File: src/rtl/img_loader.sv
// -----------------------------------------------------------------------------
// img_loader
//
// Streams a square IMG_DIM x IMG_DIM image (row-major, valid/ready handshake)
// into nine SRAM_a banks. The image is tiled into 2x2 pixel quads. Each quad
// occupies one 32-bit word. Quads are spread over a 3x3 bank pattern, so any
// 3x3 window of quads can be read from nine distinct banks in parallel.
//
// Mapping of pixel (r,c), with tr=r/2 and tc=c/2:
//   bank    = (tr mod 3)*3 + (tc mod 3)
//   address = (tr/3)*ceil(IMG_DIM/6) + tc/3
//   lane k  = (r mod 2)*2 + (c mod 2), where lane 0 is the MSB byte
// These values come from incremental counters. The design uses no divider and
// no multiplier.
//
// Ports
//   clk                    : clock; all state updates on the rising edge
//   srst                   : synchronous active-high reset
//   load_start             : one-cycle pulse that starts a load from IDLE
//   pix_valid / pix_data   : upstream pixel stream
//   pix_ready              : pixel accepted when pix_valid && pix_ready
//   sram_write_enable_a0..8: per-bank write enables, active-low
//   sram_bytemask_a        : byte-lane mask, 0 = write that lane
//   sram_waddr_a           : write address, shared by all banks
//   sram_wdata_a           : pixel replicated in all four lanes
//   busy                   : high in LOAD and DONE
//   load_done              : one-cycle pulse after the full image is written
//
// Build option
//   IMG_LOADER_SIGNED_EN   : when defined, each pixel has its MSB inverted
//                            (pixel-128 in two's complement) before the write.
// -----------------------------------------------------------------------------
module img_loader #(
    parameter int DATA_WIDTH = 8,
    parameter int IMG_DIM    = 28
) (
    input  logic                    clk,
    input  logic                    srst,
    input  logic                    load_start,
    input  logic                    pix_valid,
    input  logic [DATA_WIDTH-1:0]   pix_data,
    output logic                    pix_ready,
    output logic                    sram_write_enable_a0,
    output logic                    sram_write_enable_a1,
    output logic                    sram_write_enable_a2,
    output logic                    sram_write_enable_a3,
    output logic                    sram_write_enable_a4,
    output logic                    sram_write_enable_a5,
    output logic                    sram_write_enable_a6,
    output logic                    sram_write_enable_a7,
    output logic                    sram_write_enable_a8,
    output logic [3:0]              sram_bytemask_a,
    output logic [9:0]              sram_waddr_a,
    output logic [4*DATA_WIDTH-1:0] sram_wdata_a,
    output logic                    busy,
    output logic                    load_done
);

    localparam logic [1:0] S_IDLE = 2'd0;
    localparam logic [1:0] S_LOAD = 2'd1;
    localparam logic [1:0] S_DONE = 2'd2;

    // Number of words in one band of three quad-rows: ceil(IMG_DIM/6).
    localparam logic [9:0] ADDR_STRIDE = 10'((IMG_DIM + 5) / 6);
    localparam logic [7:0] LAST_POS    = 8'(IMG_DIM - 1);

    logic [1:0] state;
    logic [7:0] row, col;          // pixel position of the next accepted pixel
    logic       r_lsb, c_lsb;      // r mod 2, c mod 2
    logic [1:0] tr_mod3, tc_mod3;  // quad row/col mod 3
    logic [9:0] tc_div3;           // quad col / 3
    logic [9:0] row_base;          // (tr/3) * ADDR_STRIDE, grown by addition
    logic       all_accepted;      // every pixel of the image has been taken

    logic [8:0] we_n;
    logic       accept;
    logic       last_pix;
    logic [3:0] bank_idx;
    logic [1:0] lane;
    logic [DATA_WIDTH-1:0] pix_w;

    assign pix_ready = (state == S_LOAD) && !all_accepted;
    assign accept    = pix_valid && pix_ready;
    assign last_pix  = (row == LAST_POS) && (col == LAST_POS);
    assign busy      = (state != S_IDLE);
    assign load_done = (state == S_DONE);

    // bank = tr_mod3*3 + tc_mod3, written as shift-and-add.
    assign bank_idx = {1'b0, tr_mod3, 1'b0} + {2'b00, tr_mod3} + {2'b00, tc_mod3};
    assign lane     = {r_lsb, c_lsb};

`ifdef IMG_LOADER_SIGNED_EN
    // Inverting the MSB maps unsigned 0..255 onto two's-complement -128..127.
    assign pix_w = {~pix_data[DATA_WIDTH-1], pix_data[DATA_WIDTH-2:0]};
`else
    assign pix_w = pix_data;
`endif

    assign sram_write_enable_a0 = we_n[0];
    assign sram_write_enable_a1 = we_n[1];
    assign sram_write_enable_a2 = we_n[2];
    assign sram_write_enable_a3 = we_n[3];
    assign sram_write_enable_a4 = we_n[4];
    assign sram_write_enable_a5 = we_n[5];
    assign sram_write_enable_a6 = we_n[6];
    assign sram_write_enable_a7 = we_n[7];
    assign sram_write_enable_a8 = we_n[8];

    // NOTE: all state here uses non-blocking assignments. Every register then
    // sees the values from before the edge, no matter the statement order.
    always_ff @(posedge clk) begin
        if (srst) begin
            state           <= S_IDLE;
            row             <= '0;
            col             <= '0;
            r_lsb           <= 1'b0;
            c_lsb           <= 1'b0;
            tr_mod3         <= '0;
            tc_mod3         <= '0;
            tc_div3         <= '0;
            row_base        <= '0;
            all_accepted    <= 1'b0;
            we_n            <= '1;
            sram_bytemask_a <= 4'hF;
            sram_waddr_a    <= '0;
            sram_wdata_a    <= '0;
        end else begin
            // Strobes last one cycle. Address and data hold between strobes.
            we_n            <= '1;
            sram_bytemask_a <= 4'hF;

            case (state)
                S_IDLE: begin
                    if (load_start) begin
                        state        <= S_LOAD;
                        row          <= '0;
                        col          <= '0;
                        r_lsb        <= 1'b0;
                        c_lsb        <= 1'b0;
                        tr_mod3      <= '0;
                        tc_mod3      <= '0;
                        tc_div3      <= '0;
                        row_base     <= '0;
                        all_accepted <= 1'b0;
                    end
                end

                S_LOAD: begin
                    // all_accepted rises on the edge that launches the final
                    // strobe. That strobe cycle is therefore the last LOAD cycle.
                    if (all_accepted) begin
                        state <= S_DONE;
                    end

                    if (accept) begin
                        we_n            <= ~(9'd1 << bank_idx);
                        sram_bytemask_a <= ~(4'b1000 >> lane);
                        sram_waddr_a    <= row_base + tc_div3;
                        sram_wdata_a    <= {4{pix_w}};

                        if (last_pix) begin
                            all_accepted <= 1'b1;
                        end

                        if (col == LAST_POS) begin
                            col     <= '0;
                            c_lsb   <= 1'b0;
                            tc_mod3 <= '0;
                            tc_div3 <= '0;
                            row     <= row + 8'd1;
                            r_lsb   <= ~r_lsb;
                            if (r_lsb) begin
                                if (tr_mod3 == 2'd2) begin
                                    tr_mod3  <= '0;
                                    row_base <= row_base + ADDR_STRIDE;
                                end else begin
                                    tr_mod3 <= tr_mod3 + 2'd1;
                                end
                            end
                        end else begin
                            col   <= col + 8'd1;
                            c_lsb <= ~c_lsb;
                            if (c_lsb) begin
                                if (tc_mod3 == 2'd2) begin
                                    tc_mod3 <= '0;
                                    tc_div3 <= tc_div3 + 10'd1;
                                end else begin
                                    tc_mod3 <= tc_mod3 + 2'd1;
                                end
                            end
                        end
                    end
                end

                S_DONE: begin
                    state <= S_IDLE;
                end

                default: begin
                    state <= S_IDLE;
                end
            endcase
        end
    end

endmodule
File: config.mk
export PLATFORM = sky130hd
export DESIGN_NAME = img_loader
export DESIGN_NICKNAME = d
export VERILOG_FILES = /design/src/rtl/img_loader.sv
export SDC_FILE = /design/constraint.sdc
export NUM_CORES = 1
export LEC_CHECK = 0
export CORE_MARGIN = 1
export CORE_UTILIZATION = 47
export DETAILED_ROUTE_END_ITERATION = 7
export GPL_TIMING_DRIVEN = 1
export PLACE_DENSITY = 0.87
export SYNTH_ARGS = -nofsm -noshare
export SYNTH_HDL_FRONTEND = slang
export SYNTH_SLANG_ARGS = --single-unit
File: constraint.sdc
create_clock -name clk -period 1.95 [get_ports clk]
set_input_delay 0.4875 -clock clk [delete_from_list [all_inputs] [get_ports clk]]
set_output_delay 0.4875 -clock clk [all_outputs]
set_load 0.05 [all_outputs]
==> summary.md <==
| Metric | Value |
|---|---|
| Status | complete, but fails checks |
| Violated checks | negative setup slack |
| Endpoint class of the critical path | register |
| Clock buffer depth | 2 |
| Main synth FF type | dfxtp_1 |
| Mean Syn Cell Area | 8.586 um^2 |
| Peak supply drop | approximately 0.34 mV |
| Flop2flop setup slack | -0.07 ns |
| Sequential share of the synthesized area | 40.09% |
| Max Cap Viol | 0 |
| Fmax | 495.3 MHz |
| Layout cells sized above 1 | 26.89% |
| Root buf cell | clkbuf_8 |
| Final Slew Violations | 0 |
| Most frequent cells in the layout | buf_4 (80), dfxtp_1 (67), nand2_1 (53), nor2_1 (52), a21oi_1 (26) |
| Nets | 556 |
| First-pass GRT wire length | 14230 um |
| EDFF count, synth | 0 |
| Die width | 91.86 um |
| Unique masters post-synth | 45 |
| Largest net degree at the start of global routing | 29 |
| Fin crit period | 2.019 ns |
| Depth of the CTS H-tree | 3 |
| Num CTS Buffers | 9 |
| Worst-path maximum fanout | 4 |
| DR vias/cell | 5.416 |
| Hold Fails Final Rpt | 0 |
| Most common cell after layout, fill and taps aside | buf_4 |
| Synth Net Count | 475 |
| CP max stage delay | 0.57 ns |
| Period Utilization, post-route | 103.5% |
| GRT Residual Overflow | 0 |
| Clock Sinks | 76 |
| Tot Pwr | 3.367 mW |
| Arrival time worst endpoint | roughly 2.3 ns |
| Crit path depth | 5 |
| Antenna Diode Count | 0 |
| Routed wire length | 8993 um |
| CTS tree | yes |
| R2R depth | 5 |
| I/O pin count | 70 |
| Hold Path Depth | 2 |
| Core outline area | 7767 um^2 |
| Hold_buf cts | 0 |
| Worst path cell trace | fa_1 > ha_2 > fa_2 > nor3b_4 > nand3_1 |
| Residual DRC | 0 |
| Worst path top cell family by delay | adder cells |
| Port bufs | 69 |
| Worst-skew pair later-pin latency | 0.36 ns |
| Max-slew headroom | between 40 and 50% |
| Initial antenna violation count | 0 |
| Num rows | 32 |
| #FFs+latches synth | 76 |
| CTS clk-pin slew, worst paths | about 0.080 ns |
| PD cells | 674.8 nW/um^2 |
| Finish-stage setup viols | 4 |
| Worst Skew | about 0.0075 ns |
| Detail Route Antenna Nets | 0 |
| Die span in y | 91.86 um |
| RSZ-0062 raised after global routing | true |
| Number of global-route vias before repair | 3231 |
| Cell count after synthesis | 442 |
| Via count of the routed design | 3412 |
| CP Data Required Time | 2.19 ns |
| Hpwl dp | 6378 um |
| Yosys warns | 0 |
| Final critical-path setup slack | -0.06909 ns |
| Starting density of the core | 48.86% |
| Tightest Pin Transition | 0.7721 ns |
| Buf+Inv Stages, Crit Path | 0 |
| Leakage power | 1.963 nW |
| CP Class | reg2reg |
| Global-route usage over all layers | 21.05% |
| DR iter-0 viols | 136 |
| Cells after DPL | about 610 |
| Layout area overhead | 31.49% |
| FFs w/ async S/R, synth | 0% |
| WHS | 0.4614 ns |
| Hold Crit Class | reg2reg |
| Die Area | 8437 um^2 |
| WL/cell | 14.27 um |
| Worst path slowest cell | fa_2 |
| Final TNS setup | -0.1864 ns |
| Initial DRT Pass Iterations | 4 |
| Gpl congestion | about 0.83 |
| Element type at the critical path start | register |
| Post-Syn Area | 3795 um^2 |
| Non-filler cells, final | 630 |
metrics by stage:
step	instance area [um^2]	utilization (%)	setup slack [ns]
3_3_place_gp	4633	59.65	-0.2706
3_5_place_dp	4633	59.65	-0.3574
6_report	4990	64.24	-0.06909
2_1_floorplan	3816	-	-0.005793
4_1_cts	4841	62.32	-0.04327
5_1_grt	4990	64.24	-0.1233
sequential cells by signal, indices dropped and copies added (netlist names):
| name | cells |
|---|---|
| sram_waddr_a | 10 |
| tr_mod3 | 2 |
| col | 8 |
| sram_bytemask_a | 4 |
| row | 8 |
| sram_wdata_a | 8 |
| tc_div3 | 10 |
| tc_mod3 | 2 |
| we_n | 9 |
| state | 2 |
| all_accepted | 1 |
| c_lsb | 1 |
| r_lsb | 1 |
| row_base | 10 |
path summary, 6_finish.rpt:
check / start / endpoint
worst max-delay path: tr_mod3[0] / we_n[7]
worst min-delay path: sram_waddr_a[4] / sram_waddr_a[4]
worst max register to register: tr_mod3[0] / we_n[7]
worst min register to register: sram_waddr_a[4] / sram_waddr_a[4]
tightest hold or removal path: stages (launching register included):
cell and delay, ns:
dfxtp_1 0.32, nand2_1 0.05, a21oi_1 0.05
cells in the mapped netlist, types with 5 or more instances:
master | n | share of area (%)
inv_1 | 9 | 0.89
o21a_1 | 5 | 0.99
nand3_1 | 18 | 2.4
nand2_1 | 53 | 5.2
nor2b_1 | 6 | 0.99
clkbuf_1 | 13 | 1.3
o21ai_0 | 8 | 1.1
buf_4 | 25 | 4.9
nand2b_1 | 6 | 0.99
xnor2_1 | 16 | 3.7
a21oi_1 | 28 | 3.7
nand4_1 | 11 | 1.8
ha_1 | 18 | 5.9
nor4_1 | 7 | 1.2
nor3_1 | 13 | 1.7
nor2_1 | 53 | 5.2
dfxtp_1 | 76 | 40
xor2_1 | 14 | 3.2
and3_1 | 7 | 1.2
area by class of cell:
cell class	count	area, um^2
clock inverters	7	72.57
well taps	102	127.6
flip-flops and latches	76	1533
repair buffers	110	949.7
clock buffers	9	123.9
multi-input cells	317	2150
fillers	614	2778
inverters	9	33.78
where the power goes:
| part | total, mW | leakage (nW) | internal [mW] | switching [mW] |
|---|---|---|---|---|
| combinational | 0.546 | 1.25 | 0.206 | 0.340 |
| clock | 1.21 | 0.0960 | 0.595 | 0.619 |
| sequential | 1.61 | 0.619 | 1.58 | 0.0290 |
| total | 3.37 | 1.96 | 2.38 | 0.988 |
routing by layer:
metal	up-vias	track usage, %	wire (um)
li1	1674	-	-
met1	1611	25.13	3788
met2	114	37.31	4439
met3	13	3.234	591
met4	0	8.984	173
met5	-	0	0
cells by family (layout without fill, tap and decap cells):
kind of cell / after synthesis / after routing / share of synthesized area (%)
AO/OA/AOI/OAI: 63 / 63 / 10.32
XOR/XNOR: 30 / 30 / 6.924
multiplexers: 3 / 3 / 0.7913
buffers and inverters: 49 / 135 / 7.517
adder cells (fa/ha/maj): 21 / 21 / 7.517
flip-flops: 76 / 76 / 40.09
AND/OR/NAND/NOR: 200 / 200 / 26.84
what timing repair did:
action	in CTS	in global routing
gates resized for setup	17	31
setup buffers	0	2
setup endpoints to repair	47	42
pin swaps	8	17
Power figures use the tool's default switching activity.
